`src/rtl/rx_pkg.sv`:
```
// Shared types and constants for the serial receiver control path.
package rx_pkg;

  typedef enum logic [2:0] {
    IDLE     = 3'd0,
    CLR      = 3'd1,
    RECV     = 3'd2,
    STOP_CHK = 3'd3,
    ERR_CHK  = 3'd4,
    LOAD     = 3'd5
  } rx_state_t;

  localparam logic LINE_IDLE = 1'b1;

endpackage

```
`src/rtl/rx_control_unit_if.sv`:
```
// Signal bundle between the receive controller and its surrounding receiver blocks.
interface rx_control_unit_if;

  logic serial_in;
  logic packet_done;
  logic stop_bit;
  logic enable_timer;
  logic start_detected;
  logic framing_error;
  logic load_buffer;

  modport master (
    output serial_in, packet_done, stop_bit,
    input  enable_timer, start_detected, framing_error, load_buffer
  );

  modport slave (
    input  serial_in, packet_done, stop_bit,
    output enable_timer, start_detected, framing_error, load_buffer
  );

endinterface

```
`src/rtl/rx_control_unit_start_bit_det.sv`:
```
// Serial line synchronizer with a one-cycle pulse on each synchronized falling edge.
module start_bit_det
  import rx_pkg::*;
#(
  parameter int SYNC_STAGES = 2
) (
  input  logic clk,
  input  logic n_rst,
  input  logic i_serial,
  output logic o_start
);

  logic [SYNC_STAGES-1:0] r_sync;
  logic                   r_prev;
  logic                   w_sync_out;

  // Flops reset to the idle level so releasing reset never fakes an edge.
  always_ff @(posedge clk or negedge n_rst) begin
    if (!n_rst) begin
      r_sync <= {SYNC_STAGES{LINE_IDLE}};
      r_prev <= LINE_IDLE;
    end else begin
      r_sync <= {r_sync[SYNC_STAGES-2:0], i_serial};
      r_prev <= w_sync_out;
    end
  end

  assign w_sync_out = r_sync[SYNC_STAGES-1];
  assign o_start    = r_prev & ~w_sync_out;

endmodule

```
`src/rtl/rx_control_unit.sv`:
```
// Receive control FSM: start detection, bit-timer gating, stop-bit check and buffer load.
module rx_control_unit
  import rx_pkg::*;
#(
  parameter int SYNC_STAGES = 2
) (
  input  logic               clk,
  input  logic               n_rst,
  rx_control_unit_if.slave   bus
);

  rx_state_t r_state;
  rx_state_t w_next;
  logic      r_framing_error;
  logic      w_start;

  start_bit_det #(.SYNC_STAGES(SYNC_STAGES)) u_start_bit_det (
    .clk      (clk),
    .n_rst    (n_rst),
    .i_serial (bus.serial_in),
    .o_start  (w_start)
  );

  always_ff @(posedge clk or negedge n_rst) begin
    if (!n_rst) r_state <= IDLE;
    else        r_state <= w_next;
  end

  always_comb begin
    w_next = r_state;
    unique case (r_state)
      IDLE:     if (w_start) w_next = CLR;
      CLR:      w_next = RECV;
      RECV:     if (bus.packet_done) w_next = STOP_CHK;
      STOP_CHK: w_next = ERR_CHK;
      // A bad stop bit discards the packet rather than loading it.
      ERR_CHK:  w_next = r_framing_error ? IDLE : LOAD;
      LOAD:     w_next = IDLE;
      default:  w_next = IDLE;
    endcase
  end

  always_comb begin
    bus.enable_timer = (r_state == RECV);
    bus.load_buffer  = (r_state == LOAD);
  end

  // Sticky until the next packet clears it, so software can read it while idle.
  always_ff @(posedge clk or negedge n_rst) begin
    if (!n_rst)                     r_framing_error <= 1'b0;
    else if (r_state == CLR)        r_framing_error <= 1'b0;
    else if (r_state == STOP_CHK)   r_framing_error <= ~bus.stop_bit;
  end

  assign bus.framing_error  = r_framing_error;
  assign bus.start_detected = w_start;

endmodule

```
`src/flat_wrapper.sv`:
```
// flat-port wrapper written by rule: the top's interface ports become plain ports
module rx_control_unit_flat import rx_pkg::*;
#(
  parameter int SYNC_STAGES = 2
)
  (clk, n_rst, bus_serial_in, bus_packet_done, bus_stop_bit, bus_enable_timer, bus_start_detected, bus_framing_error, bus_load_buffer);
  rx_control_unit_if bus_i ();
  input  logic clk;
  input  logic n_rst;
  input wire logic [$bits(bus_i.serial_in)-1:0] bus_serial_in;
  input wire logic [$bits(bus_i.packet_done)-1:0] bus_packet_done;
  input wire logic [$bits(bus_i.stop_bit)-1:0] bus_stop_bit;
  output wire logic [$bits(bus_i.enable_timer)-1:0] bus_enable_timer;
  output wire logic [$bits(bus_i.start_detected)-1:0] bus_start_detected;
  output wire logic [$bits(bus_i.framing_error)-1:0] bus_framing_error;
  output wire logic [$bits(bus_i.load_buffer)-1:0] bus_load_buffer;
  assign bus_i.serial_in = bus_serial_in;
  assign bus_i.packet_done = bus_packet_done;
  assign bus_i.stop_bit = bus_stop_bit;
  assign bus_enable_timer = bus_i.enable_timer;
  assign bus_start_detected = bus_i.start_detected;
  assign bus_framing_error = bus_i.framing_error;
  assign bus_load_buffer = bus_i.load_buffer;
  rx_control_unit #(.SYNC_STAGES(SYNC_STAGES)) u_core (.clk(clk), .n_rst(n_rst), .bus(bus_i));
endmodule
```
`config.mk`:
```
export PLATFORM = sky130hd
export DESIGN_NAME = rx_control_unit_flat
export DESIGN_NICKNAME = d
export VERILOG_FILES = /design/src/rtl/rx_pkg.sv /design/src/rtl/rx_control_unit_if.sv /design/src/rtl/rx_control_unit_start_bit_det.sv /design/src/rtl/rx_control_unit.sv /design/src/flat_wrapper.sv
export SDC_FILE = /design/constraint.sdc
export NUM_CORES = 1
export LEC_CHECK = 0
export CORE_AREA = 4 4 41 43
export DETAILED_ROUTE_END_ITERATION = 6
export DIE_AREA = 0 0 45 47
export GPL_TIMING_DRIVEN = 0
export PLACE_DENSITY = 0.48
export REMOVE_ABC_BUFFERS = 1
export SLEW_MARGIN = 20
export SYNTH_ARGS = -nofsm -noshare
export SYNTH_HDL_FRONTEND = slang
export SYNTH_HIERARCHICAL = 1
export SYNTH_SLANG_ARGS = --single-unit
```
`constraint.sdc`:
```
create_clock -name clk -period 1.1 [get_ports clk]
set_clock_uncertainty 0.15 [all_clocks]
set_input_delay 0.22 -clock clk [delete_from_list [all_inputs] [get_ports clk]]
set_output_delay 0.22 -clock clk [all_outputs]
set_load 0.1 [all_outputs]
```
==> summary.md, run 1 <==
| Metric | Value |
|---|---|
| Status | `finished, violations left` |
| Violated checks | `setup timing` |
| Core ar. | `0.00130 mm2` |
| Area delta synth->final | `80.0%` |
| Share of layout cells above drive strength 1 | `0.643` |
| DP HPWL | `396 um` |
| CTS tree | `built` |
| Max-cap violation count | `0` |
| Latest clock arrival within the worst-skew pair | `0.25 ns` |
| Die area | `0.00212 mm2` |
| Register area | `181 um2` |
| # diodes | `0` |
| Clk pwr share | `0.144` |
| Drt first-iter violations | `5` |
| Num CTS Buffers | `3` |
| Worst Path Arrival | `1.10 ns` |
| Maximum clock frequency | `0.679 GHz` |
| Pre-antenna DRT Iters | `2` |
| DRC viols | `0` |
| Initial Utilization | `0.240` |
| Antenna violations before repair | `0` |
| Crit path max fanout | `2` |
| Sw Pwr | `0.000704 W` |
| Hold WC Path Type | `input pin to async pin` |
| Synth warnings | `6` |
| Setup crit start kind | `register` |
| Period utilization | `1.34` |
| Routed WL | `620 um` |
| Sequential share of power | `0.249` |
| Post-synth top area share | `0.320` |
| Vias/cell | `4.32` |
| LEAKAGE | `0.240 nW` |
| Largest net degree at the start of global routing | `9` |
| Total grt overflow | `0` |
| Clock sink total | `7` |
| Area contributors post-synth | `dfrtp_1, dfstp_2, nor2b_4` |
| Pins Over Slew Limit | `0` |
| Filler Cell Count | `126` |
| Number of global-route vias before repair | `250` |
| Endpoints failing hold | `0` |
| Avg Cell Area, Syn | `12.5 um2` |
| Clock buffer depth | `2` |
| Gate power share | `0.607` |
| Clock transition at path regs | `0.05 ns` |
| Sw frac | `0.441` |
| Pint | `0.000893 W` |
| H-tree levels | `1` |
| Sequential share of the synthesized area | `0.572` |
| CP Data Required Time | `0.73 ns` |
| Total power | `0.00160 W` |
| Final setup violating endpoints | `7` |
| Number of synthesized flops with an enable pin | `0` |
| VDD IR max | `1190 uV` |
| Gpl congestion | `0.715` |
| First-pass GRT wire length | `1070 um` |
| Die outline height | `47 um` |
| Clk root buf | `clkbuf_4` |
| DIE WIDTH | `45 um` |
| Cell Rows | `13` |
| Crit path time final | `1.47 ns` |
| Seq cells post-synth | `7` |
| Worst-margin pin slew | `0.288 ns` |
| Fin Setup TNS | `-1.61 ns` |
| Power per standard cell area | `2840 mW/mm2` |
| Synth Cell Area | `313 um2` |
| Count leader, synth | `dfrtp_1` |
| CP Class | `register to output pin` |
| Async S/R FF share, synth | `1.00` |
| Cells after Synth | `25` |
| Crit. End Element | `output pin` |
| Top post-synthesis cells by count | `dfrtp_1, dfstp_2, inv_2, nor2_1, nor2b_4` |
| CTS Hold Bufs | `0` |
| Final antenna-violating net count | `0` |
| Via count | `246` |
| Setup WS post-layout | `-0.373 ns` |
| IO Port Bufs | `8` |
| Total track usage | `0.0724` |
| Slew headroom | `0.807` |
| Distinct cells, synth | `17` |
| Yosys top cell by area | `dfrtp_1` |
| Unrepaired setup endpoints after global routing | `true` |
| I/O pins | `9` |
| Area of the multi-input gates | `144 um2` |
| Primary FF master, synth | `dfrtp_1` |
| DR WL/cell | `10.9 um` |
| Nets | `48` |
final timing paths:
check	start	to	slack [ns]	depth (start not counted)
worst max-delay path	u_core/u_start_bit_det/r_prev$_DFF_PN1_	bus_start_detected	-0.37	2
worst min-delay path	n_rst	u_core/r_state[0]$_DFFE_PN0P_	0.07	1
worst max register to register	u_core/r_state[2]$_DFFE_PN0P_	u_core/r_state[0]$_DFFE_PN0P_	-0.25	4
worst min register to register	u_core/u_start_bit_det/r_sync[0]$_DFF_PN1_	u_core/u_start_bit_det/r_sync[1]$_DFF_PN1_	0.20	0
max in group asynchronous	n_rst	u_core/u_start_bit_det/r_sync[0]$_DFF_PN1_	0.45	1
min in group clk	u_core/u_start_bit_det/r_sync[0]$_DFF_PN1_	u_core/u_start_bit_det/r_sync[1]$_DFF_PN1_	0.20	0
state kept, by name, summed over array words and instances, names as in the netlist:
register / flops
u_core/u_start_bit_det/r_sync: 2
u_core/bus.framing_error: 1
u_core/r_state: 3
u_core/u_start_bit_det/r_prev: 1
power groups by stage:
stage                     sequential, W  clock [W]  combinational, W
after floorplan                0.000486          0          0.000330
after global placement         0.000421          0          0.000567
after detailed placement       0.000426          0          0.000570
after CTS                      0.000387   0.000238          0.000811
after global routing           0.000407   0.000257           0.00101
final                          0.000398   0.000229          0.000969
per-stage QoR:
| stage | utilization | worst slack, ns | hold WS (ns) | instances | instance area [um2] |
|---|---|---|---|---|---|
| after detailed placement | 0.308 | -1.14 | 0.199 | 47 | 400 |
| after global routing | 0.433 | -0.409 | 0.0879 | 57 | 563 |
| after CTS | 0.391 | -0.394 | 0.0698 | 56 | 509 |
| after global placement | 0.308 | -1.10 | 0.198 | 47 | 400 |
| after floorplan | - | -1.79 | -0.226 | 24 | 302 |
| final | 0.433 | -0.373 | 0.0655 | 57 | 563 |
placed cells by master (no fill, tap or decap):
cell             n
clkbuf_1         1
nor2_1           2
o21ai_0          1
clkdlybuf4s50_1  4
inv_6            1
clkbuf_4         3
inv_2            1
o21ai_2          1
buf_8            1
nor2b_1          1
nor2b_4          2
dfrtp_2          2
inv_1            1
nor3_4           1
o311a_1          1
nand3_1          1
buf_6            1
dfstp_2          3
dfrtp_1          2
o31ai_4          1
xnor2_1          1
buf_12           4
and3_4           1
buf_4            4
o41ai_2          1
worst max-delay path: stages (launching register included):
cell and delay, ns:
dfstp_2 0.51, nor2b_4 0.16, buf_12 0.18
layer usage:
metal	part of all wire	GRT usage	up-vias	routed length [um]
met5	0	0	-	0
met4	0	0.0175	0	0
met3	0.082	0.0498	0	51
met2	0.54	0.113	8	333
met1	0.38	0.0812	120	235
li1	-	-	118	-
cell type report:
class                      count  share of cell area
clock buffer                   4              0.0467
inverter                       3              0.0289
multi-input combinational     14               0.256
sequential                     7               0.322
tap                           15              0.0333
timing repair buffer          14               0.313
what timing repair did:
action,4_1_cts,5_1_grt
pin swaps,2,3
setup endpoints to repair,5,7
hold endpoints to repair,0,0
gates resized for setup,40,10
setup buffers,5,2
kinds of logic (layout without fill, tap and decap cells):
logic type | count (synthesis) | count (layout) | synth area share
compound gates | 5 | 5 | 0.140
xor+xnor | 1 | 1 | 0.0280
flops | 7 | 7 | 0.572
buf+inv | 4 | 21 | 0.0720
simple gates | 8 | 8 | 0.188
No activity file was read; power rests on OpenSTA's default activity.
==> inputs of run 2 (changes only) <==
--- a/config.mk
+++ b/config.mk
@@ -11,6 +11,7 @@
 export GPL_TIMING_DRIVEN = 0
 export PLACE_DENSITY = 0.48
 export REMOVE_ABC_BUFFERS = 1
+export SKIP_CTS_REPAIR_TIMING = 1
 export SLEW_MARGIN = 20
 export SYNTH_ARGS = -nofsm -noshare
 export SYNTH_HDL_FRONTEND = slang
==> summary.md, run 2 (synthesis results as in run 1) <==
| Metric | Value |
|---|---|
| Share of layout cells above drive strength 1 | `0.651` |
| Maximum clock frequency | `0.657 GHz` |
| Slew headroom | `0.802` |
| DR WL/cell | `10.8 um` |
| Crit. End Element | `output pin` |
| H-tree levels | `1` |
| Setup WS post-layout | `-0.421 ns` |
| Worst-margin pin slew | `0.296 ns` |
| Max reg flops | `3` |
| Number of global-route vias before repair | `208` |
| Crit path time final | `1.52 ns` |
| Power per standard cell area | `2720 mW/mm2` |
| Nets | `49` |
| Total power | `0.00146 W` |
| Cell Chain, Critical Path | `nor3_2 -> clkbuf_8` |
| Setup crit start kind | `register` |
| Pins Over Slew Limit | `0` |
| Max-cap violation count | `0` |
| Gpl congestion | `0.715` |
| CP Class | `register to output pin` |
| LEAKAGE | `0.253 nW` |
| CTS tree | `built` |
| Clk root buf | `clkbuf_4` |
| Die area | `0.00212 mm2` |
| Latest clock arrival within the worst-skew pair | `0.25 ns` |
| Pre-antenna DRT Iters | `3` |
| Via count | `244` |
| VDD IR max | `1090 uV` |
| RR Startpoint | `u_core/r_state[2]$_DFFE_PN0P_` |
| Unrepaired setup endpoints after global routing | `true` |
| Register-to-register setup slack | `-0.18 ns` |
| Core ar. | `0.00130 mm2` |
| DP HPWL | `396 um` |
| First-pass GRT wire length | `869 um` |
| Crit path max fanout | `6` |
| Top delay family on crit path | `flip-flops` |
| Total track usage | `0.0605` |
| Final setup violating endpoints | `7` |
| Top reg by flops | `u_core/r_state` |
| Endpoints failing hold | `0` |
| Die outline height | `47 um` |
| Total grt overflow | `0` |
| Fin Setup TNS | `-1.52 ns` |
| Area delta synth->final | `71.2%` |
| Routed WL | `629 um` |
| Commonest non-fill, non-tap cell in the layout | `buf_4` |
| Cell Rows | `13` |
| Clock transition at path regs | `0.05 ns` |
| Most frequent cells in the layout | `buf_4, clkdlybuf4s50_1` |
| Clock buffer depth | `2` |
| Top Registers | `u_core/r_state: 3 flops, u_core/u_start_bit_det/r_sync: 2 flops` |
| CP bufs+invs | `1` |
| # diodes | `0` |
| Clock sink total | `7` |
| Num CTS Buffers | `3` |
| Vias/cell | `4.21` |
| Initial Utilization | `0.240` |
| Largest net degree at the start of global routing | `11` |
| Period utilization | `1.38` |
| I/O pins | `9` |
| Antenna violations before repair | `0` |
| CP max stage delay | `0.44 ns` |
| CP Launch Point | `u_core/r_state[2]$_DFFE_PN0P_` |
| Drt first-iter violations | `3` |
| Worst Path Arrival | `1.15 ns` |
| DIE WIDTH | `45 um` |
| Critical Path Slowest Stage Cell | `dfrtp_2` |
| Final antenna-violating net count | `0` |
| IO Port Bufs | `8` |
| Status | `finished, violations left` |
| Hold WC Path Type | `input pin to async pin` |
| CP Data Required Time | `0.73 ns` |
| DRC viols | `0` |
| Violated checks | `setup timing` |
## run 2: cell types whose count changed in the layout (fill, tap and decap cells not counted), sizes merged
cell	change
dlymetal6s2s	+1
clkbuf	+1
buf	-1
## run 2: where the power goes
group	switching, W	total [W]	leakage [nW]	internal (W)
Clock	0.0000911	0.000229	0.0150	0.000138
Sequential	0.0000807	0.000415	0.0788	0.000334
Combinational	0.000466	0.000812	0.159	0.000346
Total	0.000638	0.00146	0.253	0.000818
## run 2: routing by layer
layer / track usage / vias to the layer above / wire (um)
met3: 0.0498 / 0 / 58
met5: 0 / - / 0
met2: 0.0876 / 8 / 327
met4: 0.0175 / 0 / 0
li1: - / 121 / -
met1: 0.0674 / 115 / 242
## run 2: final cells by class
cell class,instances,area (um2)
well taps,15,18.8
multi-input cells,14,125
clock buffers,4,26.3
inverters,3,11.3
repair buffers,15,171
flip-flops and latches,7,183
fillers,128,766
## run 2: worst paths after layout
check | to | depth (start not counted)
worst max-delay path | bus_enable_timer | 2
worst min-delay path | u_core/r_state[1]$_DFFE_PN0P_ | 1
worst max register to register | u_core/r_state[0]$_DFFE_PN0P_ | 3
worst min register to register | u_core/u_start_bit_det/r_sync[1]$_DFF_PN1_ | 0
max in group asynchronous | u_core/u_start_bit_det/r_sync[0]$_DFF_PN1_ | 1
min in group clk | u_core/u_start_bit_det/r_sync[1]$_DFF_PN1_ | 0
## run 2: stage by stage
stage                util  hold WS [ns]  cells  area [um2]  setup WS, ns
floorplan               -        -0.226     24         302         -1.79
global placement    0.308         0.198     47         400         -1.10
detailed placement  0.308         0.199     47         400         -1.14
CTS                 0.328        0.0699     51         427         -1.40
global route        0.412        0.0878     58         536        -0.473
finish              0.412        0.0690     58         536        -0.421
==> inputs of run 3 (changes only) <==
--- a/config.mk
+++ b/config.mk
@@ -8,9 +8,9 @@
 export CORE_AREA = 4 4 41 43
 export DETAILED_ROUTE_END_ITERATION = 6
 export DIE_AREA = 0 0 45 47
-export GPL_TIMING_DRIVEN = 0
 export PLACE_DENSITY = 0.48
 export REMOVE_ABC_BUFFERS = 1
+export SETUP_SLACK_MARGIN = 0.05
 export SKIP_CTS_REPAIR_TIMING = 1
 export SLEW_MARGIN = 20
 export SYNTH_ARGS = -nofsm -noshare
==> summary.md, run 3 (synthesis results as in run 1) <==
| Metric | Value |
|---|---|
| Crit path max fanout | `4` |
| Crit. End Element | `output pin` |
| DP HPWL | `474 um` |
| Max-cap violation count | `0` |
| Num CTS Buffers | `3` |
| Area delta synth->final | `79.6%` |
| Setup WS post-layout | `-0.405 ns` |
| VDD IR max | `1220 uV` |
| IO Port Bufs | `8` |
| Gpl congestion | `0.710` |
| Top reg by flops | `u_core/r_state` |
| Final antenna-violating net count | `0` |
| Antenna violations before repair | `0` |
| Cell Chain, Critical Path | `nor3_2 -> buf_4 -> buf_12` |
| Post-Route M1 WL | `252 um` |
| Period utilization | `1.37` |
| Number of global-route vias before repair | `249` |
| Slew headroom | `0.791` |
| Critical Path Slowest Stage Cell | `dfrtp_1` |
| CP Class | `register to output pin` |
| I/O pins | `9` |
| LEAKAGE | `0.258 nW` |
| DR WL met2 | `309 um` |
| Clk root buf | `clkbuf_4` |
| Status | `finished, violations left` |
| Register-to-Register Path Depth | `3` |
| DR WL/cell | `10.1 um` |
| Via count | `243` |
| Endpoints failing hold | `0` |
| CP Data Required Time | `0.73 ns` |
| WHS | `0.0734 ns` |
| Hold WC Path Type | `input pin to async pin` |
| Clock transition at path regs | `0.06 ns` |
| Total grt overflow | `0` |
| Commonest non-fill, non-tap cell in the layout | `buf_4` |
| Top Layer Used | `met3` |
| Drt first-iter violations | `0` |
| Vias/cell | `4.12` |
| Violated checks | `setup timing` |
| Register-to-register setup slack | `-0.17 ns` |
| CTS tree | `built` |
| Most frequent cells in the layout | `buf_4, clkdlybuf4s50_1, buf_12` |
| Cell Rows | `13` |
| Setup crit start kind | `register` |
| Total track usage | `0.0700` |
| DIE WIDTH | `45 um` |
| Filler Cell Count | `138` |
| Unrepaired setup endpoints after global routing | `true` |
| Maximum clock frequency | `0.664 GHz` |
| Die outline height | `47 um` |
| H-tree levels | `1` |
| Latest clock arrival within the worst-skew pair | `0.25 ns` |
| Largest net degree at the start of global routing | `8` |
| CP max stage delay | `0.41 ns` |
| Total power | `0.00159 W` |
| Initial Utilization | `0.240` |
| Crit path time final | `1.51 ns` |
| Share of layout cells above drive strength 1 | `0.727` |
| Core ar. | `0.00130 mm2` |
| Top Registers | `u_core/r_state: 3 flops, u_core/u_start_bit_det/r_sync: 2 flops` |
| Routed WL | `595 um` |
| Metal3 WL | `34 um` |
| Power per standard cell area | `2830 mW/mm2` |
| Worst-margin pin slew | `0.312 ns` |
| DRC viols | `0` |
| RR Startpoint | `u_core/u_start_bit_det/r_sync[1]$_DFF_PN1_` |
| Final setup violating endpoints | `6` |
| Clock sink total | `7` |
| Max reg flops | `3` |
| R2R Path End | `u_core/r_state[0]$_DFFE_PN0P_` |
| Pins Over Slew Limit | `0` |
| Clock buffer depth | `2` |
| Nets | `50` |
| Pre-antenna DRT Iters | `1` |
| Die area | `0.00212 mm2` |
| Worst Path Arrival | `1.14 ns` |
| # diodes | `0` |
| First-pass GRT wire length | `993 um` |
-- run 3: cell types whose count changed in the layout (fill, tap and decap cells not counted), sizes merged --
cell and delta:
clkbuf -2, dlymetal6s2s -1, clkinv +1, buf +3
-- run 3: worst max-delay path, delay by kind of cell (launching register included) --
family | cells | cell delay [ns]
and+or+nand+nor | 1 | 0.18
DFF | 1 | 0.41
buffers and inverters | 2 | 0.30
-- run 3: worst max path at each step --
stage	startpoint	to	depth (start not counted)
2_1_floorplan	u_core/r_state[1]$_DFFE_PN0P_	bus_enable_timer	2
3_3_place_gp	u_core/u_start_bit_det/r_sync[1]$_DFF_PN1_	u_core/r_state[0]$_DFFE_PN0P_	3
3_5_place_dp	u_core/u_start_bit_det/r_sync[1]$_DFF_PN1_	u_core/r_state[0]$_DFFE_PN0P_	3
4_1_cts	u_core/r_state[1]$_DFFE_PN0P_	bus_enable_timer	4
5_1_grt	u_core/r_state[2]$_DFFE_PN0P_	bus_enable_timer	3
6_report	u_core/r_state[2]$_DFFE_PN0P_	bus_enable_timer	3
-- run 3: metal layers --
metal / global-route usage / up-vias
met4: 0.0526 / 0
met2: 0.0989 / 5
li1: - / 124
met3: 0.0345 / 0
met1: 0.0810 / 114
met5: 0 / -
-- run 3: cell type report --
cell class,count,area (um2),area share
Inverter,3,11.3,0.0200
Timing Repair Buffer,16,184,0.327
Clock inverter,1,5.00,0.00891
Tap cell,15,18.8,0.0334
Sequential cell,7,180,0.321
Multi-Input combinational cell,14,140,0.249
Clock buffer,3,22.5,0.0401
-- run 3: where the power goes --
part / internal, W / switching, W / total (W) / leakage [nW]
sequential: 0.000329 / 0.0000605 / 0.000389 / 0.0815
combinational: 0.000441 / 0.000523 / 0.000964 / 0.158
clock: 0.000133 / 0.000102 / 0.000235 / 0.0177
total: 0.000903 / 0.000686 / 0.00159 / 0.258
-- run 3: stage by stage --
step	instances	setup WS [ns]	instance area [um2]	util	setup TNS (ns)
floorplan	24	-1.79	302	-	-3.86
global placement	53	-0.161	485	0.373	-0.505
detailed placement	53	-0.169	485	0.373	-0.534
CTS	57	-0.455	513	0.394	-1.64
global route	59	-0.456	562	0.432	-1.78
finish	59	-0.405	562	0.432	-1.49
